`src/rtl/lane_result_arbiter.sv`:
```
// lane_result_arbiter
// Per-lane write-back arbiter. The vector ALU (source 0) and the multiplier/FPU
// (source 1) each push result writes into their own 2-entry FIFO. One head at a
// time is presented to the lane's VRF write port under round-robin arbitration.
// Every retired entry (written, or dropped because its byte enables are all zero)
// produces a one-cycle commit pulse on the following cycle.
//
// Ports:
//   clk_i, rst_i              clock, asynchronous active-high reset
//   fu_req_i/fu_gnt_o [1:0]   per-source push handshake (bit 0 ALU, bit 1 MFPU)
//   fu_id_i/addr/wdata/be     per-source write payload
//   vrf_req_o/vrf_gnt_i       VRF write handshake; request held until granted
//   vrf_id/addr/wdata/be_o    selected write, zero while vrf_req_o is low
//   commit_valid/id/src_o     registered retire report
//   idle_o                    both FIFOs empty and no commit pending
module lane_result_arbiter #(
    parameter int unsigned DataWidth = 128,
    parameter int unsigned AddrWidth = 9,
    parameter int unsigned IdWidth   = 3,
    parameter int unsigned StrbWidth = DataWidth / 8
) (
    input  logic                            clk_i,
    input  logic                            rst_i,
    input  logic [1:0]                      fu_req_i,
    input  logic [1:0][IdWidth-1:0]         fu_id_i,
    input  logic [1:0][AddrWidth-1:0]       fu_addr_i,
    input  logic [1:0][DataWidth-1:0]       fu_wdata_i,
    input  logic [1:0][StrbWidth-1:0]       fu_be_i,
    output logic [1:0]                      fu_gnt_o,
    output logic                            vrf_req_o,
    output logic [IdWidth-1:0]              vrf_id_o,
    output logic [AddrWidth-1:0]            vrf_addr_o,
    output logic [DataWidth-1:0]            vrf_wdata_o,
    output logic [StrbWidth-1:0]            vrf_be_o,
    input  logic                            vrf_gnt_i,
    output logic                            commit_valid_o,
    output logic [IdWidth-1:0]              commit_id_o,
    output logic                            commit_src_o,
    output logic                            idle_o
);

    // FIFO storage and pointers, indexed [source][slot]
    logic [1:0]           count_q [2];
    logic                 wptr_q  [2];
    logic                 rptr_q  [2];
    logic [IdWidth-1:0]   id_q    [2][2];
    logic [AddrWidth-1:0] addr_q  [2][2];
    logic [DataWidth-1:0] wdata_q [2][2];
    logic [StrbWidth-1:0] be_q    [2][2];

    logic                 rr_q;
    logic                 lock_q;
    logic                 lock_src_q;
    logic                 commit_valid_q;
    logic [IdWidth-1:0]   commit_id_q;
    logic                 commit_src_q;

    logic [1:0]           nonempty_s;
    logic [1:0]           push_s;
    logic [1:0]           pop_src_s;
    logic                 sel_src_s;
    logic                 sel_valid_s;
    logic                 head_zero_s;
    logic                 vrf_req_s;
    logic                 pop_s;
    logic [IdWidth-1:0]   head_id_s;
    logic [AddrWidth-1:0] head_addr_s;
    logic [DataWidth-1:0] head_wdata_s;
    logic [StrbWidth-1:0] head_be_s;

    // Push acceptance uses only the registered count, so a full FIFO refuses
    // even when its head retires in the same cycle.
    always_comb begin
        for (int s = 0; s < 2; s++) begin
            nonempty_s[s] = (count_q[s] != 2'd0);
            push_s[s]     = fu_req_i[s] && (count_q[s] < 2'd2) && !rst_i;
        end
    end

    // Head selection, VRF request and pop decision
    always_comb begin
        // A request that was stalled last cycle keeps its source until granted.
        if (lock_q) begin
            sel_src_s = lock_src_q;
        end else if (nonempty_s == 2'b11) begin
            sel_src_s = rr_q;
        end else if (nonempty_s[1]) begin
            sel_src_s = 1'b1;
        end else begin
            sel_src_s = 1'b0;
        end
        sel_valid_s  = |nonempty_s;
        head_id_s    = id_q[sel_src_s][rptr_q[sel_src_s]];
        head_addr_s  = addr_q[sel_src_s][rptr_q[sel_src_s]];
        head_wdata_s = wdata_q[sel_src_s][rptr_q[sel_src_s]];
        head_be_s    = be_q[sel_src_s][rptr_q[sel_src_s]];
        head_zero_s  = (head_be_s == {StrbWidth{1'b0}});
        // Entries with no enabled bytes never reach the VRF; they retire directly.
        vrf_req_s    = sel_valid_s && !head_zero_s;
        pop_s        = sel_valid_s && (head_zero_s || vrf_gnt_i);
        if (pop_s) begin
            pop_src_s = sel_src_s ? 2'b10 : 2'b01;
        end else begin
            pop_src_s = 2'b00;
        end
    end

    // Output assembly; VRF payload is forced to zero when no request is shown
    always_comb begin
        fu_gnt_o       = push_s;
        vrf_req_o      = vrf_req_s;
        vrf_id_o       = vrf_req_s ? head_id_s    : {IdWidth{1'b0}};
        vrf_addr_o     = vrf_req_s ? head_addr_s  : {AddrWidth{1'b0}};
        vrf_wdata_o    = vrf_req_s ? head_wdata_s : {DataWidth{1'b0}};
        vrf_be_o       = vrf_req_s ? head_be_s    : {StrbWidth{1'b0}};
        commit_valid_o = commit_valid_q;
        commit_id_o    = commit_id_q;
        commit_src_o   = commit_src_q;
        idle_o         = !nonempty_s[0] && !nonempty_s[1] && !commit_valid_q;
    end

    // FIFO state, arbitration pointer, request lock and commit report
    always_ff @(posedge clk_i or posedge rst_i) begin
        if (rst_i) begin
            for (int s = 0; s < 2; s++) begin
                count_q[s] <= 2'd0;
                wptr_q[s]  <= 1'b0;
                rptr_q[s]  <= 1'b0;
                for (int k = 0; k < 2; k++) begin
                    id_q[s][k]    <= {IdWidth{1'b0}};
                    addr_q[s][k]  <= {AddrWidth{1'b0}};
                    wdata_q[s][k] <= {DataWidth{1'b0}};
                    be_q[s][k]    <= {StrbWidth{1'b0}};
                end
            end
            rr_q           <= 1'b0;
            lock_q         <= 1'b0;
            lock_src_q     <= 1'b0;
            commit_valid_q <= 1'b0;
            commit_id_q    <= {IdWidth{1'b0}};
            commit_src_q   <= 1'b0;
        end else begin
            for (int s = 0; s < 2; s++) begin
                if (push_s[s]) begin
                    id_q[s][wptr_q[s]]    <= fu_id_i[s];
                    addr_q[s][wptr_q[s]]  <= fu_addr_i[s];
                    wdata_q[s][wptr_q[s]] <= fu_wdata_i[s];
                    be_q[s][wptr_q[s]]    <= fu_be_i[s];
                    wptr_q[s]             <= ~wptr_q[s];
                end
                if (pop_src_s[s]) begin
                    rptr_q[s] <= ~rptr_q[s];
                end
                case ({push_s[s], pop_src_s[s]})
                    2'b10:   count_q[s] <= count_q[s] + 2'd1;
                    2'b01:   count_q[s] <= count_q[s] - 2'd1;
                    default: count_q[s] <= count_q[s];
                endcase
            end
            if (pop_s) begin
                rr_q <= ~sel_src_s;
            end
            lock_q         <= vrf_req_s && !vrf_gnt_i;
            lock_src_q     <= sel_src_s;
            commit_valid_q <= pop_s;
            commit_id_q    <= pop_s ? head_id_s : {IdWidth{1'b0}};
            commit_src_q   <= pop_s ? sel_src_s : 1'b0;
        end
    end

endmodule

```
`config.mk`:
```
export PLATFORM = sky130hd
export DESIGN_NAME = lane_result_arbiter
export DESIGN_NICKNAME = d
export VERILOG_FILES = /design/src/rtl/lane_result_arbiter.sv
export SDC_FILE = /design/constraint.sdc
export NUM_CORES = 1
export LEC_CHECK = 0
export CELL_PAD_IN_SITES_DETAIL_PLACEMENT = 0
export CELL_PAD_IN_SITES_GLOBAL_PLACEMENT = 2
export CORE_MARGIN = 1.5
export CORE_UTILIZATION = 30
export CTS_BUF_LIST = sky130_fd_sc_hd__clkbuf_16
export DETAILED_ROUTE_END_ITERATION = 8
export PLACE_DENSITY_LB_ADDON = 0.1
export SLEW_MARGIN = 25
export SYNTH_ARGS = -nofsm -noshare
export SYNTH_HDL_FRONTEND = slang
export SYNTH_SLANG_ARGS = --single-unit
```
`constraint.sdc`:
```
create_clock -name clk_i -period 60.8 [get_ports clk_i]
set_clock_uncertainty 0.1 [all_clocks]
set_input_delay 6.08 -clock clk_i [delete_from_list [all_inputs] [get_ports clk_i]]
set_output_delay 6.08 -clock clk_i [all_outputs]
set_load 0.05 [all_outputs]
```
# After elaboration in Yosys (flattened, before gate mapping)
# Index checks and enable logic that the tools add are counted.
# word_totals
register_bits,640
wordCells,142
input_bits,317
mem_count,0
mem_bits_rw,0
romBits,0
latch_bits,0
# classes
div_mod_pow,0
n_reduce_logical,24
order_cmp,8
n_mux,64
n_mul,0
bitwise,9
n_shift,0
n_addsub,4
n_eq_ne,5
# op_table
op,count
128-bit 2-to-1 mux,6
256-bit 2-to-1 mux,3
256-bit bitwise mux,2
128-bit demux with 1-bit select,2
16-bit 2-to-1 mux,6
32-bit 2-to-1 mux,3
32-bit bitwise mux,2
18-bit 2-to-1 mux,3
9-bit 2-to-1 mux,6
18-bit bitwise mux,2
16-bit demux with 1-bit select,2
3-bit 2-to-1 mux,7
9-bit demux with 1-bit select,2
6-bit 2-to-1 mux,3
16-bit zero test,1
6-bit bitwise mux,2
1-bit logical AND,11
2-bit >= comparator (second input constant),4
1-bit inverter with 2-bit output,4
2-bit one-hot mux with 2 select lines,2
2-bit nonzero test,4
1-bit 2-to-1 mux,7
3-bit demux with 1-bit select,2
2-bit equality test (second input constant),3
10 further kinds,25

# Depth between registers and ports, before layout
# Gate-level depths: netlist (run 1).
# depth
ltp_word,18
ltp_mapped,11

# Worst setup path after synthesis (run 1)
# Ideal clock, no wire load.
# synth_path
path_kind,input-to-output
startpoint,input port rst_i
endpoint,output port fu_gnt_o[0]
arrival_time_ps,6624
t_required_ps,54620
cell_stages,3
slack_ps,47996
cell_sequence,nor2_1 nand2_1 inv_1
# synth_via
elab_chain_len,2
# synth_lines
element,line_no,text
"start, declared",23,"input logic rst_i,"
1-bit zero test (no source line),n/a,
1-bit logical AND,76,push_s[s] = fu_req_i[s] && (count_q[s] < 2'd2) && !rst_i;
"end, declared",29,"output logic [1:0] fu_gnt_o,"
# Every way passes these cells.

# Worst setup path in the final report (run 1)
# layout_path
startpoint,input port rst_i
endpoint,output port fu_gnt_o[1]
# The elaborated chain is that of the path after synthesis.

==> summary.md, run 1 <==
| Metric | Value |
|---|---|
| Drt wl/cell | `around 25 um` |
| Post-synthesis sequential area ratio | `between 50% and 60%` |
| Total number of vias | `between 20k and 25k` |
| Leading cell type by number of instances after synthesis | `mux2_2` |
| DRC | `0` |
| First-pass GRT wire length | `151,000 um` |
| Detailed router's first-iteration violation count | `817` |
| Maximum vdd drop | `~0.047 mV` |
| Leak | `15.6 nW` |
| Largest fanout on the critical path | `4` |
| Cell mode on critical path | `clkdlybuf4s50_1` |
| Cells after DPL | `3,907` |
| Synthesized area | `0.0303 sq mm` |
| Layout fillers | `9,512` |
| Fin. max-slew vios | `0` |
| RSZ-0062 raised after global routing | `false` |
| Area of the multi-input gates | `0.0133 sq mm` |
| CTS sink cnt | `640` |
| P&R area growth vs syn | `27.2%` |
| Arrival @ worst endpoint | `8.36 ns` |
| Register Area | `0.0160 sq mm` |
| Initial antenna violation count | `35` |
| Crit end category | `primary output` |
| Hold Slack | `0.391 ns` |
| Final Cycle Share | `between 20% and 30%` |
| Post-synth top cells | `mux2_2 (900), dfrtp_1 (640), nand3_1 (274), a21oi_1 (137), buf_2 (116)` |
| Crit path max-delay family | `buffers and inverters` |
| Area leader, netlist | `dfrtp_1` |
| Outcome | `finished, final reports clean` |
| Die Width | `321 um` |
| Post-synth top area share | `52.8%` |
| Share of cells above drive strength 1 | `38.0%` |
| Clock Path Buffers | `3` |
| Io pins | `482` |
| H-tree depth | `3` |
| Syn_nets | `2,610` |
| Slew headroom | `31.6%` |
| DR pass1 iterations | `5` |
| Avg Cell Area, Syn | `13.2 sq um` |
| Post-DP HPWL | `61,300 um` |
| Hold Buf Count CTS | `0` |
| Total power draw | `2.63 mW` |
| Yosys warnings | `0` |
| Port Buffers | `481` |
| Final Core Density | `38.5%` |
| Largest net degree at the start of global routing | `around 180` |
| Worst Path Buf+Inv | `3` |
| Hold Violations, Final | `0` |
| Post-synth cell types | `35` |
| Max-cap violations | `0` |
| EDFF count, synth | `0` |
| Root Driver | `clkbuf_16` |
| Critical Path Max Stage Delay | `0.83 ns` |
| Hold Crit Class | `flop to flop` |
| WL final | `101,000 um` |
| Clock Latency Late Sink | `between 0.6 and 0.7 ns` |
| Antenna viol nets, final | `0` |
| GRT Total Usage | `a little under 20%` |
| Number of buffers created by CTS | `80` |
| # setup viols final | `0` |
| Nets | `about 3.0k` |
| Synth Instances | `2,291` |
| Synth area leaders | `dfrtp_1 (53%), mux2_2 (33%), nand3_1 (4.5%)` |
| Final TNS setup | `0 ns` |
| Total grt overflow | `0` |
| Worst path slowest cell | `clkdlybuf4s50_1` |
| Req. time, crit path | `about 55 ns` |
| Starting Density | `30.3%` |
| Crit start category | `primary input` |
| Final Non-Filler Cells | `between 4k and 5k` |
| F_max | `68.8 MHz` |
| Placer Congestion | `approximately 0.76` |
| CTS tree | `built` |
| Clk pin slew, worst setup/hold paths | `0.05 ns` |
| Die height | `321 um` |
| Kind of critical path | `primary input to primary output` |
| Total core area | `0.100 sq mm` |
| Min cycle time layout | `14.54 ns` |
| Post-CTS setup buffer count | `0` |
| Vias per Instance | `5.04` |
| Post_cts resized | `0` |
| Asr flop ratio synth | `100%` |
| #FFs+latches synth | `640` |
| Core Rows | `116` |
| Die area | `between 0.1 and 0.15 sq mm` |
| Vias in the first global route | `22.6k` |
| Top FF cell, synth | `dfrtp_1` |
| Cell chain of the critical path | `clkdlybuf4s50_1, nor2_1, nand2_1, inv_1, clkdlybuf4s50_1` |
| Power density cells | `68.3 mW/mm^2` |
| Slew @ Worst Pin | `1.03 ns` |
[placed cells by master, fill, tap and decap left out, drive strengths merged, types with 7 or more instances in the layout]
cell type and count:
mux2i 20, inv 25, a21oi 137, nor4 17, mux2 900, diode 14
clkdlybuf4s50 481, buf 30, a211oi 38, nor2 11, dfrtp 640, xnor2 7
nand3 274, clkbuf 85, nor2b 22, clkinv 32
[metal layers]
layer	share of wire (%)	global-route usage [%]	up-vias
li1	-	-	9128
met1	42	24.1	10700
met2	49	32.8	452
met3	5.7	5.50	174
met4	2.6	6.51	32
met5	0.19	0	-
[power breakdown]
group	total, mW	switching (mW)	internal [mW]
clock network	0.441	0.188	0.253
logic	1.43	0.829	0.601
registers	0.761	0.120	0.641
[metrics by stage]
stage | area (sq um) | setup WS, ns
3_3_place_gp | 36100 | 46.32
3_5_place_dp | 36100 | 46.24
6_report | 38600 | 46.26
2_1_floorplan | 30300 | 36.69
4_1_cts | 38500 | 46.25
5_1_grt | 38600 | 46.22
[final cells by class]
cell class | count | share of cell area (%)
flip-flops and latches | 640 | 41.5
multi-input cells | 1454 | 34.5
repair buffers | 511 | 13.4
clock buffers | 85 | 5.51
well taps | 1298 | 4.21
clock inverters | 52 | 0.639
inverters | 6 | 0.104
diodes | 14 | 0.0908
[worst reg2reg max path, cell delays in order (launching register included)]
cell and delay [ns]:
dfrtp_1 0.44, nor2_1 0.34, and3_4 0.74, buf_4 0.74, buf_4 0.82, mux2_2 0.47
[cells by family (layout without fill, tap and decap cells)]
group           Yosys count  in the layout  share of synthesized area [%]
flops                   640            640                           52.8
xor+xnor                  9              9                          0.260
simple gates            338            338                           5.73
mux                     920            920                           34.1
buf+inv                 197            654                           3.50
fa+ha+maj                 2              2                         0.0825
compound gates          185            185                           3.51
other cells               0             14                              0
[registers in the layout (all words and copies together) (netlist names)]
name / flops
lock_q: 1
rr_q: 1
commit_valid_o: 1
wptr_q: 2
count_q: 4
be_q: 64
addr_q: 36
rptr_q: 2
commit_id_o: 3
wdata_q: 512
id_q: 12
commit_src_o: 1
lock_src_q: 1
[final timing paths]
path | from | endpoint | slack (ns) | depth (start not counted)
min in group asynchronous | rst_i | wdata_q[418] | 6.15 | 2
hold reg to reg | rr_q | rr_q | 0.39 | 1
hold / removal | rr_q | rr_q | 0.39 | 1
setup / recovery | rst_i | fu_gnt_o[1] | 46.26 | 5
setup reg to reg | count_q[1] | wdata_q[117] | 57.05 | 5
max in group asynchronous | rst_i | wdata_q[95] | 51.57 | 5
Note: power is estimated with default switching activity, not from simulation.
==> run 2: changes to the inputs <==
- clock period: 60.8 -> 14.6 ns (I/O delays scaled with it)
==> summary.md, run 2 (synthesis gave the netlist of run 1 again) <==
| Metric | Value |
|---|---|
| Clock Latency Late Sink | `0.64 ns (about the same)` |
| Clk pin slew, worst setup/hold paths | `0.05 ns (about the same)` |
| Antenna viol nets, final | `0 (unchanged)` |
| Slew @ Worst Pin | `1.06 ns (+0.0311 ns)` |
| Global Route met2 Usage | `33.5% (+0.73 points)` |
| Starting Density | `30.3% (unchanged)` |
| Worst setup margin | `8.35 ns (-37.91 ns)` |
| GR peak layer | `met2` |
| Crit path max-delay family | `buffers and inverters` |
| Hold Startpoint | `rr_q` |
| P&R area growth vs syn | `27.3% (about the same)` |
| Vias per Instance | `5.05 (+0.30%)` |
| Largest net degree at the start of global routing | `165 (-6.8%)` |
| Max-cap violations | `0 (unchanged)` |
| Io pins | `482 (unchanged)` |
| Commonest non-fill, non-tap cells in the layout | `mux2_2 (898), dfrtp_1 (638), clkdlybuf4s50_1 (481), nand3_1 (274), a21oi_1 (137)` |
| Maximum vdd drop | `0.214 mV (+350%)` |
| Largest reg by FF count | `wdata_q` |
| DR pass1 iterations | `5 (unchanged)` |
| Worst Path Buf+Inv | `3 (unchanged)` |
| Drt wl/cell | `25.4 um (+1.6%)` |
| Hold Crit Class | `flop to flop` |
| Slew headroom | `29.5% (-2.1 points)` |
| FF-to-FF End | `count_q[1]` |
| Cell chain of the critical path | `o21ba_1, o31a_2, inv_6, buf_4, nand3_1, a21oi_1, clkdlybuf4s50_1` |
| CTS sink cnt | `640 (unchanged)` |
| Most common cell after layout, fill and taps aside | `mux2_2` |
| Grt met3 use | `5.28% (-0.22 points)` |
| Root Driver | `clkbuf_16` |
| RR Startpoint | `be_q[27]` |
| Port Buffers | `481 (unchanged)` |
| Outcome | `finished, final reports clean` |
| Req. time, crit path | `13.04 ns (-41.58 ns)` |
| Hold Buf Count CTS | `0 (unchanged)` |
| Fin. max-slew vios | `0 (unchanged)` |
| Post-DP HPWL | `64,800 um (+5.7%)` |
| Hold Slack | `0.391 ns (+0.000305 ns)` |
| Share of cells above drive strength 1 | `38.3% (+0.35 points)` |
| Total core area | `0.100 sq mm (unchanged)` |
| M1 GR Usage | `25.1% (+0.97 points)` |
| Final Core Density | `38.5% (about the same)` |
| # setup viols final | `0 (unchanged)` |
| Clock Path Buffers | `3 (unchanged)` |
| Crit start category | `flop` |
| Leak | `15.7 nW (+0.22%)` |
| Die Width | `321 um (unchanged)` |
| R2r setup slk | `10.81 ns (-46.24 ns)` |
| Placer Congestion | `0.730 (-3.7%)` |
| Final TNS setup | `0 ns (unchanged)` |
| Nets | `3,011 (-0.033%)` |
| Min-Delay Endpoint | `rr_q` |
| Die height | `321 um (unchanged)` |
| Worst path slowest cell | `buf_4` |
| FF-to-FF path depth | `9 (+4)` |
| F_max | `160 MHz` |
| Initial antenna violation count | `29 (-17%)` |
| Die area | `0.103 sq mm (unchanged)` |
| RSZ-0062 raised after global routing | `false` |
| Post-CTS setup buffer count | `0 (unchanged)` |
| Core Rows | `116 (unchanged)` |
| Number of buffers created by CTS | `80 (unchanged)` |
| WL final | `103,000 um (+1.5%)` |
| Crit end category | `primary output` |
| Total number of vias | `20.5k (+0.21%)` |
| Total grt overflow | `0 (unchanged)` |
| Critical Path Max Stage Delay | `0.89 ns (+0.06 ns)` |
| Final Cycle Share | `42.8%` |
| Vias in the first global route | `22.5k (-0.74%)` |
| Largest fanout on the critical path | `86 (+82)` |
| Post_cts resized | `0 (unchanged)` |
| CTS tree | `built` |
| Hold Violations, Final | `0 (unchanged)` |
| GRT Total Usage | `19.7% (+0.15 points)` |
| Largest regs | `wdata_q: 512 flops, be_q: 64 flops, addr_q: 36 flops` |
| Worst slack, placed | `8.90 ns (-37.34 ns)` |
| DRC | `0 (unchanged)` |
| Detailed router's first-iteration violation count | `1,028 (+26%)` |
| Min cycle time layout | `~6.2 ns` |
| Arrival @ worst endpoint | `4.69 ns (-3.67 ns)` |
| Power density cells | `286 mW/mm^2 (+320%)` |
| Hold Path Depth | `1 (unchanged)` |
| Number of flip-flops under the largest register name | `512 (unchanged)` |
| Kind of critical path | `flop to primary output` |
| H-tree depth | `3 (unchanged)` |
| First-pass GRT wire length | `152,000 um (+0.71%)` |
[run 2: final cells by class]
class | count | area, sq um
flip-flops and latches | 640 | 16000
inverters | 6 | 31.3
multi-input cells | 1454 | 13300
well taps | 1298 | 1620
repair buffers | 510 | 5100
diodes | 4 | 10.0
clock buffers | 85 | 2130
clock inverters | 59 | 364
fillers | 9537 | 61500
[run 2: metrics by stage]
stage / instance area [sq um] / cells / power [mW]
2_1_floorplan: 30300 / 2291 / 7.34
3_3_place_gp: 36100 / 3907 / 9.13
3_5_place_dp: 36100 / 3908 / 9.23
4_1_cts: 38600 / 4052 / 11.2
5_1_grt: 38600 / 4053 / 11.7
6_report: 38600 / 4056 / 11.1
[run 2: how the worst max path moves through the flow]
stage | start | slack, ns | endpoint | cells past startpoint
6_report | count_q[2] | 8.35 | vrf_wdata_o[90] | 7
2_1_floorplan | rst_i | 4.30 | addr_q[0] | 1
4_1_cts | rptr_q[1] | 8.19 | vrf_wdata_o[35] | 5
5_1_grt | rptr_q[1] | 8.09 | vrf_wdata_o[35] | 5
3_5_place_dp | rptr_q[1] | 8.90 | vrf_wdata_o[35] | 5
3_3_place_gp | rptr_q[1] | 8.89 | vrf_wdata_o[35] | 5
[run 2: power by group]
part | total, mW | switching (mW) | internal, mW
clock | 1.91 | 0.793 | 1.11
combinational | 5.95 | 3.45 | 2.50
sequential | 3.20 | 0.527 | 2.67
total | 11.1 | 4.77 | 6.29
[run 2: routing by layer]
metal	part of all wire (%)	vias up	routed length (um)
met5	0.26	-	266
met2	49	420	50800
met1	43	10700	44600
met4	1.6	40	1690
li1	-	9142	-
met3	5.4	152	5510
[run 2: worst register-to-register path: cells and delay by family, from the launching register on]
family | cells | cell delay, ns
xor gates and xnor gates | 1 | 0.16
muxes | 1 | 0.57
adders and majority gates | 1 | 0.26
AOI/OAI and AO/OA | 1 | 0.62
buffers and inverters | 2 | 0.60
DFF | 1 | 0.40
and+or+nand+nor | 3 | 1.02
==> run 3: changes to the inputs <==
- clock period: 14.6 -> 5.5 ns (I/O delays scaled with it)
==> summary.md, run 3 (synthesis gave the netlist of run 1 again) <==
| Metric | Value |
|---|---|
| Leak | `15.8 nW (+0.72%)` |
| Hold Violations, Final | `0 (unchanged)` |
| Arrival @ worst endpoint | `4.16 ns (-0.53 ns)` |
| Port Buffers | `481 (unchanged)` |
| Req. time, crit path | `4.85 ns (-8.19 ns)` |
| Placed cell areas | `0.0362 sq mm (+0.33%)` |
| Vias per Instance | `5.02 (-0.73%)` |
| WL final | `100,000 um (-2.8%)` |
| P&R area growth vs syn | `28.3%` |
| Drt wl/cell | `24.5 um (-3.3%)` |
| Nets | `3,016 (+0.17%)` |
| Cells after DPL | `3,911 (+0.077%)` |
| DR pass1 iterations | `5 (unchanged)` |
| Largest regs | `wdata_q: 512 flops, be_q: 64 flops, addr_q: 36 flops` |
| Clock Path Buffers | `3 (unchanged)` |
| Clk pin slew, worst setup/hold paths | `0.06 ns (about the same)` |
| R2r setup slk | `2.13 ns (-8.68 ns)` |
| Commonest non-fill, non-tap cells in the layout | `mux2_2 (898), dfrtp_1 (638), clkdlybuf4s50_1 (481), nand3_1 (274), a21oi_1 (137)` |
| Max-cap violations | `0 (unchanged)` |
| Largest net degree at the start of global routing | `165 (unchanged)` |
| Most common cell after layout, fill and taps aside | `mux2_2` |
| Hold Buf Count CTS | `0 (unchanged)` |
| Die area | `0.103 sq mm (unchanged)` |
| F_max | `roughly 210 MHz` |
| # setup viols final | `0 (unchanged)` |
| Io pins | `482 (unchanged)` |
| Final Non-Filler Cells | `4,077 (+0.52%)` |
| Kind of critical path | `flop to primary output` |
| Die height | `321 um (unchanged)` |
| Antenna viol nets, final | `0 (unchanged)` |
| Placer Congestion | `0.748 (+2.5%)` |
| Crit start category | `flop` |
| Total core area | `0.100 sq mm (unchanged)` |
| Largest reg by FF count | `wdata_q` |
| Post_cts resized | `0 (unchanged)` |
| Post-DP HPWL | `62,800 um (-3.0%)` |
| Share of cells above drive strength 1 | `38.5% (+0.15 points)` |
| GRT Total Usage | `19.2% (-0.45 points)` |
| Clock Latency Late Sink | `0.64 ns (about the same)` |
| Number of flip-flops under the largest register name | `512 (unchanged)` |
| Initial antenna violation count | `39 (+34%)` |
| Starting Density | `30.3% (unchanged)` |
| CTS sink cnt | `640 (unchanged)` |
| H-tree depth | `3 (unchanged)` |
| Total number of vias | `20.5k (-0.22%)` |
| Maximum vdd drop | `0.537 mV (+150%)` |
| Number of buffers created by CTS | `81 (+1.3%)` |
| First-pass GRT wire length | `149,000 um (-2.0%)` |
| Vias in the first global route | `22.5k (+0.14%)` |
| Min cycle time layout | `4.81 ns` |
| Slew headroom | `32.4% (+2.9 points)` |
| Hold Crit Class | `flop to flop` |
| Final instance area | `0.0389 sq mm (+0.81%)` |
| Final TNS setup | `0 ns (unchanged)` |
| Final Cycle Share | `87.5%` |
| Crit end category | `primary output` |
| Detailed router's first-iteration violation count | `819 (-20%)` |
| Core Rows | `116 (unchanged)` |
| Die Width | `321 um (unchanged)` |
| Root Driver | `clkbuf_16` |
| Fin. max-slew vios | `0 (unchanged)` |
| Total power draw | `29.5 mW (+170%)` |
| Power density cells | `759 mW/mm^2 (+160%)` |
| CTS tree | `built` |
| Total grt overflow | `0 (unchanged)` |
| Largest fanout on the critical path | `92 (+7.0%)` |
| RSZ-0062 raised after global routing | `false` |
| Post-CTS setup buffer count | `0 (unchanged)` |
| DRC | `0 (unchanged)` |
| Slew @ Worst Pin | `1.01 ns (-0.0440 ns)` |
| Outcome | `finished, final reports clean` |
| Final Core Density | `38.9% (+0.31 points)` |
-- run 3: layer usage --
layer | global-route usage, % | vias up | wire (um)
met5 | 0 | - | 221
met4 | 7.11 | 32 | 2140
met3 | 6.19 | 154 | 7070
met2 | 31.4 | 468 | 48700
met1 | 23.7 | 10600 | 41800
li1 | - | 9175 | -
-- run 3: worst paths after layout --
kind | from | endpoint | cells past startpoint
min in group asynchronous | rst_i | wdata_q[47] | 2
worst max-delay path | be_q[11] | vrf_req_o | 6
worst min-delay path | rr_q | rr_q | 1
max in group asynchronous | rst_i | wdata_q[66] | 3
worst min register to register | rr_q | rr_q | 1
worst max register to register | be_q[11] | count_q[1] | 8
-- run 3: final cells by class --
type | instances | area (sq um)
inverters | 6 | 31.3
clock inverters | 58 | 439
repair buffers | 514 | 5250
fillers | 9555 | 61200
multi-input cells | 1454 | 13300
well taps | 1298 | 1620
flip-flops and latches | 640 | 16000
diodes | 20 | 50.0
clock buffers | 87 | 2180
-- run 3: critical path, stage by stage (launching register included) --
cell and delay, ns:
dfrtp_1 0.39, nor4_1 0.83, nand4_1 0.22, mux2_8 0.55, mux2i_4 0.50, nor2_1 0.08, clkdlybuf4s50_1 0.86
-- run 3: report_power, final --
| part | internal [mW] | switching (mW) | total [mW] |
|---|---|---|---|
| combinational | 6.68 | 9.26 | 15.9 |
| clock | 3.16 | 2.12 | 5.28 |
| sequential | 7.09 | 1.20 | 8.30 |
| total | 16.9 | 12.6 | 29.5 |
-- run 3: stage by stage --
stage	hold slack, ns	worst slack, ns
after floorplan	0.347	-3.89
after global placement	0.376	1.40
after global routing	0.411	0.489
final	0.393	0.688
after detailed placement	0.386	1.36
after CTS	0.356	0.725
